**src/rtl/display_16hex_rx_pkg.sv**
```systemverilog
// Shared constants, hex glyph font and frame classification for the 16-hex display bus.
// The display driver uses the same glyph table so the receiver decodes exactly what is sent.
package display_pkg;

    localparam int unsigned DOTS_PER_CHAR = 40;
    localparam int unsigned NUM_CHARS     = 16;
    localparam int unsigned FRAME_DOTS    = 640;
    localparam int unsigned CTRL_BITS     = 32;

    typedef enum logic [2:0] {NONE, DATA, BLANK, CTRL, ERROR} frame_kind_e;

    typedef struct packed {
        logic reset_b;
        logic ce_b;
        logic rs;
        logic data;
        logic clk;
    } disp_pins_t;

    // Five 8-dot columns per glyph; the first column sent sits in the top byte.
    localparam logic [39:0] HEX_GLYPHS [NUM_CHARS] = '{
        40'b00111110_01010001_01001001_01000101_00111110,
        40'b00000000_01000010_01111111_01000000_00000000,
        40'b01100010_01010001_01001001_01001001_01000110,
        40'b00100010_01000001_01001001_01001001_00110110,
        40'b00011000_00010100_00010010_01111111_00010000,
        40'b00100111_01000101_01000101_01000101_00111001,
        40'b00111100_01001010_01001001_01001001_00110000,
        40'b00000001_01110001_00001001_00000101_00000011,
        40'b00110110_01001001_01001001_01001001_00110110,
        40'b00000110_01001001_01001001_00101001_00011110,
        40'b01111110_00001001_00001001_00001001_01111110,
        40'b01111111_01001001_01001001_01001001_00110110,
        40'b00111110_01000001_01000001_01000001_00100010,
        40'b01111111_01000001_01000001_01000001_00111110,
        40'b01111111_01001001_01001001_01001001_01000001,
        40'b01111111_00001001_00001001_00001001_00000001
    };

    function automatic logic [39:0] hex_glyph(input logic [3:0] nibble);
        return HEX_GLYPHS[nibble];
    endfunction

endpackage

```
**src/rtl/display_16hex_rx_if.sv**
```systemverilog
// Six-wire serial display bus: the driver owns it (master), the receiver observes it (slave).
interface display_16hex_rx_if;

    logic disp_clock;
    logic disp_data_out;
    logic disp_rs;
    logic disp_ce_b;
    logic disp_reset_b;
    logic disp_blank;

    modport master (
        output disp_clock, disp_data_out, disp_rs, disp_ce_b, disp_reset_b, disp_blank
    );

    modport slave (
        input disp_clock, disp_data_out, disp_rs, disp_ce_b, disp_reset_b, disp_blank
    );

endinterface

```
**src/rtl/display_16hex_rx_glyph_to_hex.sv**
```systemverilog
// Combinational reverse font lookup: 40 dots back to a hex nibble.
module glyph_to_hex
    import display_pkg::*;
(
    input  logic [39:0] glyph,
    output logic        hit,
    output logic        blank,
    output logic [3:0]  nibble
);

    always_comb begin
        hit    = 1'b0;
        nibble = 4'h0;
        for (int i = 0; i < int'(NUM_CHARS); i++) begin
            if (glyph == HEX_GLYPHS[i]) begin
                hit    = 1'b1;
                nibble = 4'(i);
            end
        end
        blank = (glyph == '0);
    end

endmodule

```
**src/rtl/display_16hex_rx.sv**
```systemverilog
// Receiver for the 16-hex display bus: rebuilds the shown 64-bit word and control writes,
// flagging blank and malformed frames.
module display_16hex_rx
    import display_pkg::*;
(
    input  logic               clock_27mhz,
    input  logic               reset,
    display_16hex_rx_if.slave  disp,
    output logic [63:0]        data_out,
    output logic               data_valid,
    output logic [31:0]        control_out,
    output logic               control_valid,
    output logic               blank_frame,
    output logic               frame_error
);

    localparam logic [9:0] FRAME_CNT  = 10'(FRAME_DOTS);
    localparam logic [9:0] CTRL_CNT   = 10'(CTRL_BITS);
    localparam logic [9:0] CNT_MAX    = '1;
    localparam logic [5:0] GLYPH_LAST = 6'(DOTS_PER_CHAR - 1);
    localparam logic [4:0] CHARS_MAX  = 5'(NUM_CHARS);

    disp_pins_t  pins, s1, s2, s3;
    logic        unused_blank;

    logic [39:0] glyph_sr;
    logic [31:0] ctrl_sr;
    logic [63:0] acc;
    logic [9:0]  bit_cnt;
    logic [5:0]  glyph_bits;
    logic [4:0]  chars;
    logic        char_done;
    logic        frame_rs;
    logic        err_flag;
    logic        all_hit;
    logic        all_blank;

    logic        clk_rise, latch, shift_en, cur_rs, frame_clear;
    logic        g_hit, g_blank;
    logic [3:0]  g_nibble;
    frame_kind_e kind;

    assign pins = {disp.disp_reset_b, disp.disp_ce_b, disp.disp_rs, disp.disp_data_out,
                   disp.disp_clock};
    assign unused_blank = disp.disp_blank;

    assign clk_rise    = s2.clk & ~s3.clk;
    assign latch       = s2.ce_b & ~s3.ce_b;
    // A rise coinciding with the latch sees ce_b already high and is dropped here.
    assign shift_en    = clk_rise & ~s2.ce_b & s2.reset_b;
    assign cur_rs      = (bit_cnt == '0) ? s2.rs : frame_rs;
    assign frame_clear = latch | ~s2.reset_b;

    glyph_to_hex u_decode (
        .glyph  (glyph_sr),
        .hit    (g_hit),
        .blank  (g_blank),
        .nibble (g_nibble)
    );

    always_comb begin
        kind = NONE;
        if (latch && s2.reset_b && bit_cnt != '0) begin
            if (err_flag) begin
                kind = ERROR;
            end else if (!frame_rs && bit_cnt == FRAME_CNT) begin
                kind = all_hit ? DATA : (all_blank ? BLANK : ERROR);
            end else if (frame_rs && bit_cnt == CTRL_CNT) begin
                kind = CTRL;
            end else begin
                kind = ERROR;
            end
        end
    end

    always_ff @(posedge clock_27mhz) begin
        if (reset) begin
            s1            <= '0;
            s2            <= '0;
            s3            <= '0;
            glyph_sr      <= '0;
            ctrl_sr       <= '0;
            acc           <= '0;
            bit_cnt       <= '0;
            glyph_bits    <= '0;
            chars         <= '0;
            char_done     <= 1'b0;
            frame_rs      <= 1'b0;
            err_flag      <= 1'b0;
            all_hit       <= 1'b1;
            all_blank     <= 1'b1;
            data_out      <= '0;
            control_out   <= '0;
            data_valid    <= 1'b0;
            control_valid <= 1'b0;
            blank_frame   <= 1'b0;
            frame_error   <= 1'b0;
        end else begin
            s1 <= pins;
            s2 <= s1;
            s3 <= s2;

            data_valid    <= (kind == DATA);
            blank_frame   <= (kind == BLANK);
            control_valid <= (kind == CTRL);
            frame_error   <= (kind == ERROR);
            if (kind == DATA) data_out <= acc;
            if (kind == CTRL) control_out <= ctrl_sr;

            if (frame_clear) begin
                bit_cnt    <= '0;
                glyph_bits <= '0;
                chars      <= '0;
                char_done  <= 1'b0;
                frame_rs   <= 1'b0;
                err_flag   <= 1'b0;
                acc        <= '0;
                all_hit    <= 1'b1;
                all_blank  <= 1'b1;
            end else begin
                char_done <= 1'b0;
                if (shift_en) begin
                    glyph_sr <= {glyph_sr[38:0], s2.data};
                    ctrl_sr  <= {ctrl_sr[30:0], s2.data};
                    if (bit_cnt != CNT_MAX) bit_cnt <= bit_cnt + 10'd1;
                    if (bit_cnt == '0) frame_rs <= s2.rs;
                    else if (s2.rs != frame_rs) err_flag <= 1'b1;
                    if (cur_rs && bit_cnt >= CTRL_CNT) err_flag <= 1'b1;
                    if (glyph_bits == GLYPH_LAST) begin
                        glyph_bits <= '0;
                        char_done  <= ~cur_rs;
                    end else begin
                        glyph_bits <= glyph_bits + 6'd1;
                    end
                end
                // Decode is consumed one cycle after the 40th dot lands in glyph_sr.
                if (char_done) begin
                    if (g_hit) acc <= {acc[59:0], g_nibble};
                    else all_hit <= 1'b0;
                    if (!g_blank) all_blank <= 1'b0;
                    if (chars == CHARS_MAX) err_flag <= 1'b1;
                    else chars <= chars + 5'd1;
                end
            end
        end
    end

endmodule

```
**src/flat_wrapper.sv**
```systemverilog
// flat-port wrapper written by rule: the top's interface ports become plain ports
module display_16hex_rx_flat import display_pkg::*;
  (clock_27mhz, reset, data_out, data_valid, control_out, control_valid, blank_frame, frame_error, disp_disp_clock, disp_disp_data_out, disp_disp_rs, disp_disp_ce_b, disp_disp_reset_b, disp_disp_blank);
  display_16hex_rx_if disp_i ();
  input  logic clock_27mhz;
  input  logic reset;
  output logic [63:0] data_out;
  output logic data_valid;
  output logic [31:0] control_out;
  output logic control_valid;
  output logic blank_frame;
  output logic frame_error;
  input wire logic [$bits(disp_i.disp_clock)-1:0] disp_disp_clock;
  input wire logic [$bits(disp_i.disp_data_out)-1:0] disp_disp_data_out;
  input wire logic [$bits(disp_i.disp_rs)-1:0] disp_disp_rs;
  input wire logic [$bits(disp_i.disp_ce_b)-1:0] disp_disp_ce_b;
  input wire logic [$bits(disp_i.disp_reset_b)-1:0] disp_disp_reset_b;
  input wire logic [$bits(disp_i.disp_blank)-1:0] disp_disp_blank;
  assign disp_i.disp_clock = disp_disp_clock;
  assign disp_i.disp_data_out = disp_disp_data_out;
  assign disp_i.disp_rs = disp_disp_rs;
  assign disp_i.disp_ce_b = disp_disp_ce_b;
  assign disp_i.disp_reset_b = disp_disp_reset_b;
  assign disp_i.disp_blank = disp_disp_blank;
  display_16hex_rx u_core (.clock_27mhz(clock_27mhz), .reset(reset), .disp(disp_i), .data_out(data_out), .data_valid(data_valid), .control_out(control_out), .control_valid(control_valid), .blank_frame(blank_frame), .frame_error(frame_error));
endmodule
```
**config.mk**
```make
export PLATFORM = sky130hd
export DESIGN_NAME = display_16hex_rx_flat
export DESIGN_NICKNAME = d
export VERILOG_FILES = /design/src/rtl/display_16hex_rx_pkg.sv /design/src/rtl/display_16hex_rx_if.sv /design/src/rtl/display_16hex_rx_glyph_to_hex.sv /design/src/rtl/display_16hex_rx.sv /design/src/flat_wrapper.sv
export SDC_FILE = /design/constraint.sdc
export NUM_CORES = 1
export LEC_CHECK = 0
export CAP_MARGIN = 40
export CORE_AREA = 10 10 167 169
export DETAILED_ROUTE_END_ITERATION = 12
export DIE_AREA = 0 0 177 179
export SYNTH_ARGS = -nofsm -noshare
export SYNTH_HDL_FRONTEND = slang
export SYNTH_SLANG_ARGS = --single-unit
```
**constraint.sdc**
```tcl
create_clock -name clock_27mhz -period 3.35 [get_ports clock_27mhz]
set_input_delay 0.335 -clock clock_27mhz [delete_from_list [all_inputs] [get_ports clock_27mhz]]
set_output_delay 0.335 -clock clock_27mhz [all_outputs]
set_load 0.1 [all_outputs]
```
Yosys cells after proc, flatten, opt, wreduce, memory -nomap -nowiden
Index checks and enable logic that the tools add are counted.
{ "classes": {"eq_ne": 26, "n_mux": 45, "n_addsub": 3, "order_cmp": 1, "n_reduce_logical": 17, "bitwise_logic": 16} }
{ "op_table": {"columns": ["op", "n"], "rows": [
  ["40-bit by 38-bit equality test with 1-bit output, second input constant", 6],
  ["40-bit by 39-bit equality test with 1-bit output, second input constant", 6],
  ["4-bit 2-to-1 mux", 14],
  ["40-bit by 31-bit equality test with 1-bit output, second input constant", 1],
  ["40-bit by 33-bit equality test with 1-bit output, second input constant", 1],
  ["40-bit by 35-bit equality test with 1-bit output, second input constant", 1],
  ["40-bit by 37-bit equality test with 1-bit output, second input constant", 1],
  ["40-bit zero test", 1],
  ["1-bit 2-to-1 mux", 24],
  ["3-bit 2-to-1 mux", 6],
  ["2-bit AND reduction", 6],
  ["1-bit inverter", 11],
  ["10-bit by 1-bit adder with 10-bit output, second input constant", 1],
  ["10-bit equality test, second input constant", 1],
  ["10-bit by 6-bit equality test with 1-bit output, second input constant", 1],
  ["10-bit by 6-bit >= comparator with 1-bit output, second input constant", 1],
  ["10-bit zero test", 1],
  ["10-bit != test, second input constant", 1],
  ["10-bit nonzero test", 1],
  ["6-bit by 1-bit adder with 6-bit output, second input constant", 1],
  ["3-bit by 2-bit equality test with 1-bit output, second input constant", 2],
  ["6-bit equality test, second input constant", 1],
  ["6-bit 2-to-1 mux", 1],
  ["5-bit by 1-bit adder with 5-bit output, second input constant", 1],
  ["10 further kinds", 17]
]} }
{ "totals": {"register_bits": 274, "elab_cells": 137, "in_bits": 8, "output_inout_bits": 100} }

Logic depth before layout (Yosys ltp)
{ "depth": {"ltp_word": 19, "ltp_mapped": 11, "ltp_nobuf": 9} }

By module
From an unflattened synthesis, not the netlist that was laid out.
{ "unflattened": {"cells_unflattened": 1224, "area_unflattened_um2": 10207.3} }
{ "by_module_without_submodules": {"columns": ["mod", "area_per_inst_um2", "cells_per_inst", "seq_area_each_um2", "instances"], "rows": [
  ["display_16hex_rx", 9261.4, 1092, 4844.6, 1],
  ["glyph_to_hex", 945.9, 132, 0.0, 1]
]} }

Least setup slack after synthesis
Ideal clock, no wire load.
{ "synth_timing": {"path_kind": "register to register", "startpoint": "reg u_core.ctrl_sr[7] (netlist name)", "endpoint": "reg u_core.acc[46]", "stages_incl_launch_ff": 11, "arrival_time_ns": 2.211, "setup_time_ns": 0.116, "slack_ns": 1.023, "synth_period_minus_slack_ns": 2.327, "required_ns": 3.234, "n_path_buf": 3, "path_cell_list": "dfxtp_1 clkbuf_1 and4bb_2 nand4_1 nor2_1 a2111oi_2 a41oi_4 buf_6 buf_4 nand3_1 o21ai_1"} }
{ "synth_lines": {"columns": ["element", "line", "text"], "rows": [
  ["end signal, assigned", "display_16hex_rx.sv:138", "if (g_hit) acc <= {acc[59:0], g_nibble};"],
  ["end, declared", "display_16hex_rx.sv:28", "logic [63:0] acc;"]
]} }

==> impl_metrics.env <==
export IMPL_status="complete, no violations"
export IMPL_critPathCaptureType="register"
export IMPL_io_buffers=106
export IMPL_drt_wl_total_mm=25.1
export IMPL_vias=8702
export IMPL_total_leakage_power_nw=4.47
export IMPL_setup_viol=0
export IMPL_antenna_found_initial=0
export IMPL_whs_ns=0.192
export IMPL_cp_arrival_ns=3.41
export IMPL_syn_num_nets=1217
export IMPL_finClkSkew_ns=0.0169
export IMPL_max_freq_mhz=337
export IMPL_post_place_ws_ns=0.443
export IMPL_syn_to_final_growth_pct=39.7
export IMPL_multi_input_area_mm2=0.00440
export IMPL_slew_headroom=0.435
export IMPL_syn_area_mm2=0.00965
export IMPL_holdPathStages=2
export IMPL_synth_top_flop_cell="dfxtp_1"
export IMPL_grt_max_degree=78
export IMPL_postCtsSetupBuffers=0
export IMPL_final_util=0.545
export IMPL_place_inst=1667
export IMPL_layout_drive_gt1_share=0.129
export IMPL_root_buffer="clkbuf_16"
export IMPL_grt_pass1_wl_mm=41.5
export IMPL_fin_cells=1712
export IMPL_yosysUniqueCellTypes=52
export IMPL_fillers=2200
export IMPL_synth_top_cell_by_area="dfxtp_1"
export IMPL_cts_buffers=26
export IMPL_htree_levels=1
export IMPL_gr_usage_met2=0.255
export IMPL_grt_use_met1=0.206
export IMPL_slew_violations=0
export IMPL_critPathBufInv=1
export IMPL_crit_fanout=55
export IMPL_ys_ff_latch=242
export IMPL_power_density_mw_per_mm2=426
export IMPL_first_pass_iters=5
export IMPL_hold_buffers=0
export IMPL_start_util=0.390
export IMPL_ant_nets=0
export IMPL_grt_total_usage=0.154
export IMPL_drv_cap=0
export IMPL_rsz0062_at_grt="no"
export IMPL_overflow=0
export IMPL_crit_path_top_delay_cell="nor4_1"
export IMPL_clkSinkCount=242
export IMPL_worstPathRequired_ns=3.79
export IMPL_drt_iter0_drc=677
export IMPL_met3_usage=0.0246
export IMPL_synth_seq_area_share=0.502
export IMPL_tritoncts="yes"
export IMPL_coreArea_mm2=0.0247
export IMPL_viasPerCell=5.08
export IMPL_wl_per_cell_um=14.7
export IMPL_hpwlAfterDp_mm=17.0
export IMPL_path_cells="nor4b_4 > nand4_1 > nor4_1 > a2111oi_2 > a41oi_4 > buf_12 > nand3_1 > o21ai_0"
export IMPL_period_share=0.887
export IMPL_synth_most_common_cell="nand2_1"
export IMPL_reg2reg_to="u_core.acc[31]"
export IMPL_synth_commonest_cells="nand2_1, dfxtp_1, a21oi_1"
export IMPL_dieWidth_um=177
export IMPL_seqCellArea_mm2=0.00484
export IMPL_holdCritStartpoint="reset"
export IMPL_ctsResizeCount=0
export IMPL_min_to="u_core.s1[4]"
export IMPL_crit_start="u_core.ctrl_sr[13]"
export IMPL_cpPeakStageDelay_ns=0.61
export IMPL_synth_edff_count=0
export IMPL_yosysWarnings=0
export IMPL_synthCells=1204
export IMPL_min_period_ns=2.97
export IMPL_worstRegToRegCells=8
export IMPL_syn_avg_cell_area_um2=8.02
export IMPL_grt_busiest_layer="met2"
export IMPL_dieArea_mm2=0.0317
export IMPL_grt_pass1_vias=8161
export IMPL_hold_violations=0
export IMPL_ir_worst_vdd_mv=0.305
export IMPL_route_detailed_drc=0
export IMPL_r2r_slack_ns=0.38
export IMPL_worst_slack_ns=0.380
export IMPL_diodes=0
export IMPL_clock_latency_ns=0.52
export IMPL_ys_async_sr_fraction=0
export IMPL_clk_transition_reported_paths_ns=0.06
export IMPL_cts_buffer_depth=3
export IMPL_crit_family="simple AND/OR/NAND/NOR gates"
export IMPL_io_pins=108
export IMPL_netlist_area_leader_share=0.502
export IMPL_fp_row_count=58
export IMPL_ys_top_cells_by_area="dfxtp_1, nand2_1, a21oi_1"
export IMPL_tns_ns=0
export IMPL_cp_start_kind="register"
export IMPL_worst_pin_slew_ns=0.848
export IMPL_min_path_type="input port to register"
export IMPL_regToRegStartpoint="u_core.ctrl_sr[13]"
export IMPL_gp_congestion=0.870
export IMPL_die_h_um=179
export IMPL_worst_setup_path_type="register to register"
export IMPL_design_final_nets=1378
[where the power goes]
part | leakage (nW) | switching [mW] | internal [mW]
Combinational | 2.11 | 0.0484 | 0.0170
Clock | 0.408 | 1.12 | 1.67
Sequential | 1.95 | 0.00299 | 2.88
[cell families after synthesis]
| group | count (synthesis) | share of synthesized area |
|---|---|---|
| XOR/XNOR | 15 | 0.0136 |
| AND/OR/NAND/NOR | 605 | 0.300 |
| flip-flops | 242 | 0.502 |
| AO/OA/AOI/OAI | 233 | 0.129 |
| adder cells (fa/ha/maj) | 5 | 0.00648 |
| buffers and inverters | 101 | 0.0451 |
| multiplexers | 3 | 0.00324 |
[routing by layer]
metal  vias to the layer above  share of wire
li1                       4425              -
met1                      4061           0.46
met2                       177           0.47
met3                        39          0.048
met4                         0          0.018
met5                         -              0
[worst register-to-register path, cell delays in order, from the launching register on]
cell       delay [ns]
dfxtp_1          0.43
nor4b_4          0.52
nand4_1          0.20
nor4_1           0.61
a2111oi_2        0.17
a41oi_4          0.45
buf_12           0.28
nand3_1          0.12
o21ai_0          0.11
[area by class of cell]
class,count,area share
repair buffers,225,0.219
multi-input cells,861,0.326
inverters,9,0.00251
well taps,330,0.0306
flip-flops and latches,242,0.359
clock inverters,7,0.00501
clock buffers,38,0.0576
[metrics by stage]
stage | total power [mW] | area [µm²]
floorplan | 3.00 | 9650
global placement | 3.02 | 11000
detailed placement | 3.02 | 12600
CTS | 5.82 | 13500
global route | 5.94 | 13500
finish | 5.75 | 13500
[how the worst max path moves through the flow]
stage,cells after the start,to,slack [ns]
global route,10,u_core.data_out[57],0.08
global placement,10,u_core.data_out[24],0.50
floorplan,10,u_core.acc[46],1.02
detailed placement,10,u_core.data_out[38],0.44
finish,8,u_core.acc[31],0.38
CTS,10,u_core.data_out[38],0.41
[registers in the layout, indices dropped and copies added, names as in the netlist, 2 cells and up]
register and flops:
u_core.ctrl_sr 31, u_core.s1 5, u_core.s3 2, u_core.data_out 64
u_core.acc 64, u_core.s2 5, u_core.chars 5, u_core.glyph_bits 6
u_core.bit_cnt 10, u_core.glyph_sr 9, u_core.control_out 32
[layout by cell type, fill, tap and decap left out, drive strengths merged, types with 3 or more instances in the layout]
| cell | synthesis | layout |
|---|---|---|
| nand2 | 359 | 359 |
| o21ai | 69 | 69 |
| clkinvlp | 0 | 3 |
| a21oi | 148 | 148 |
| clkbuf | 61 | 38 |
| a221oi | 3 | 3 |
| or3 | 4 | 4 |
| clkdlybuf4s50 | 0 | 105 |
| a41oi | 3 | 3 |
| nand3b | 4 | 4 |
| nand2b | 4 | 4 |
| clkinv | 0 | 3 |
| dfxtp | 242 | 242 |
| nor3 | 12 | 12 |
| and3b | 3 | 3 |
| nand4b | 4 | 4 |
| and4bb | 4 | 4 |
| nor4b | 11 | 11 |
| nor4 | 16 | 16 |
| buf | 31 | 120 |
| nor2 | 36 | 36 |
| nor2b | 16 | 16 |
| nor4bb | 7 | 7 |
| nand4 | 28 | 28 |
| xnor2 | 6 | 6 |
| nand3 | 73 | 73 |
| ha | 5 | 5 |
| inv | 9 | 9 |
| xor2 | 9 | 9 |
| and4 | 3 | 3 |
| and4b | 6 | 6 |
| nor3b | 7 | 7 |
Power figures use the tool's default switching activity.
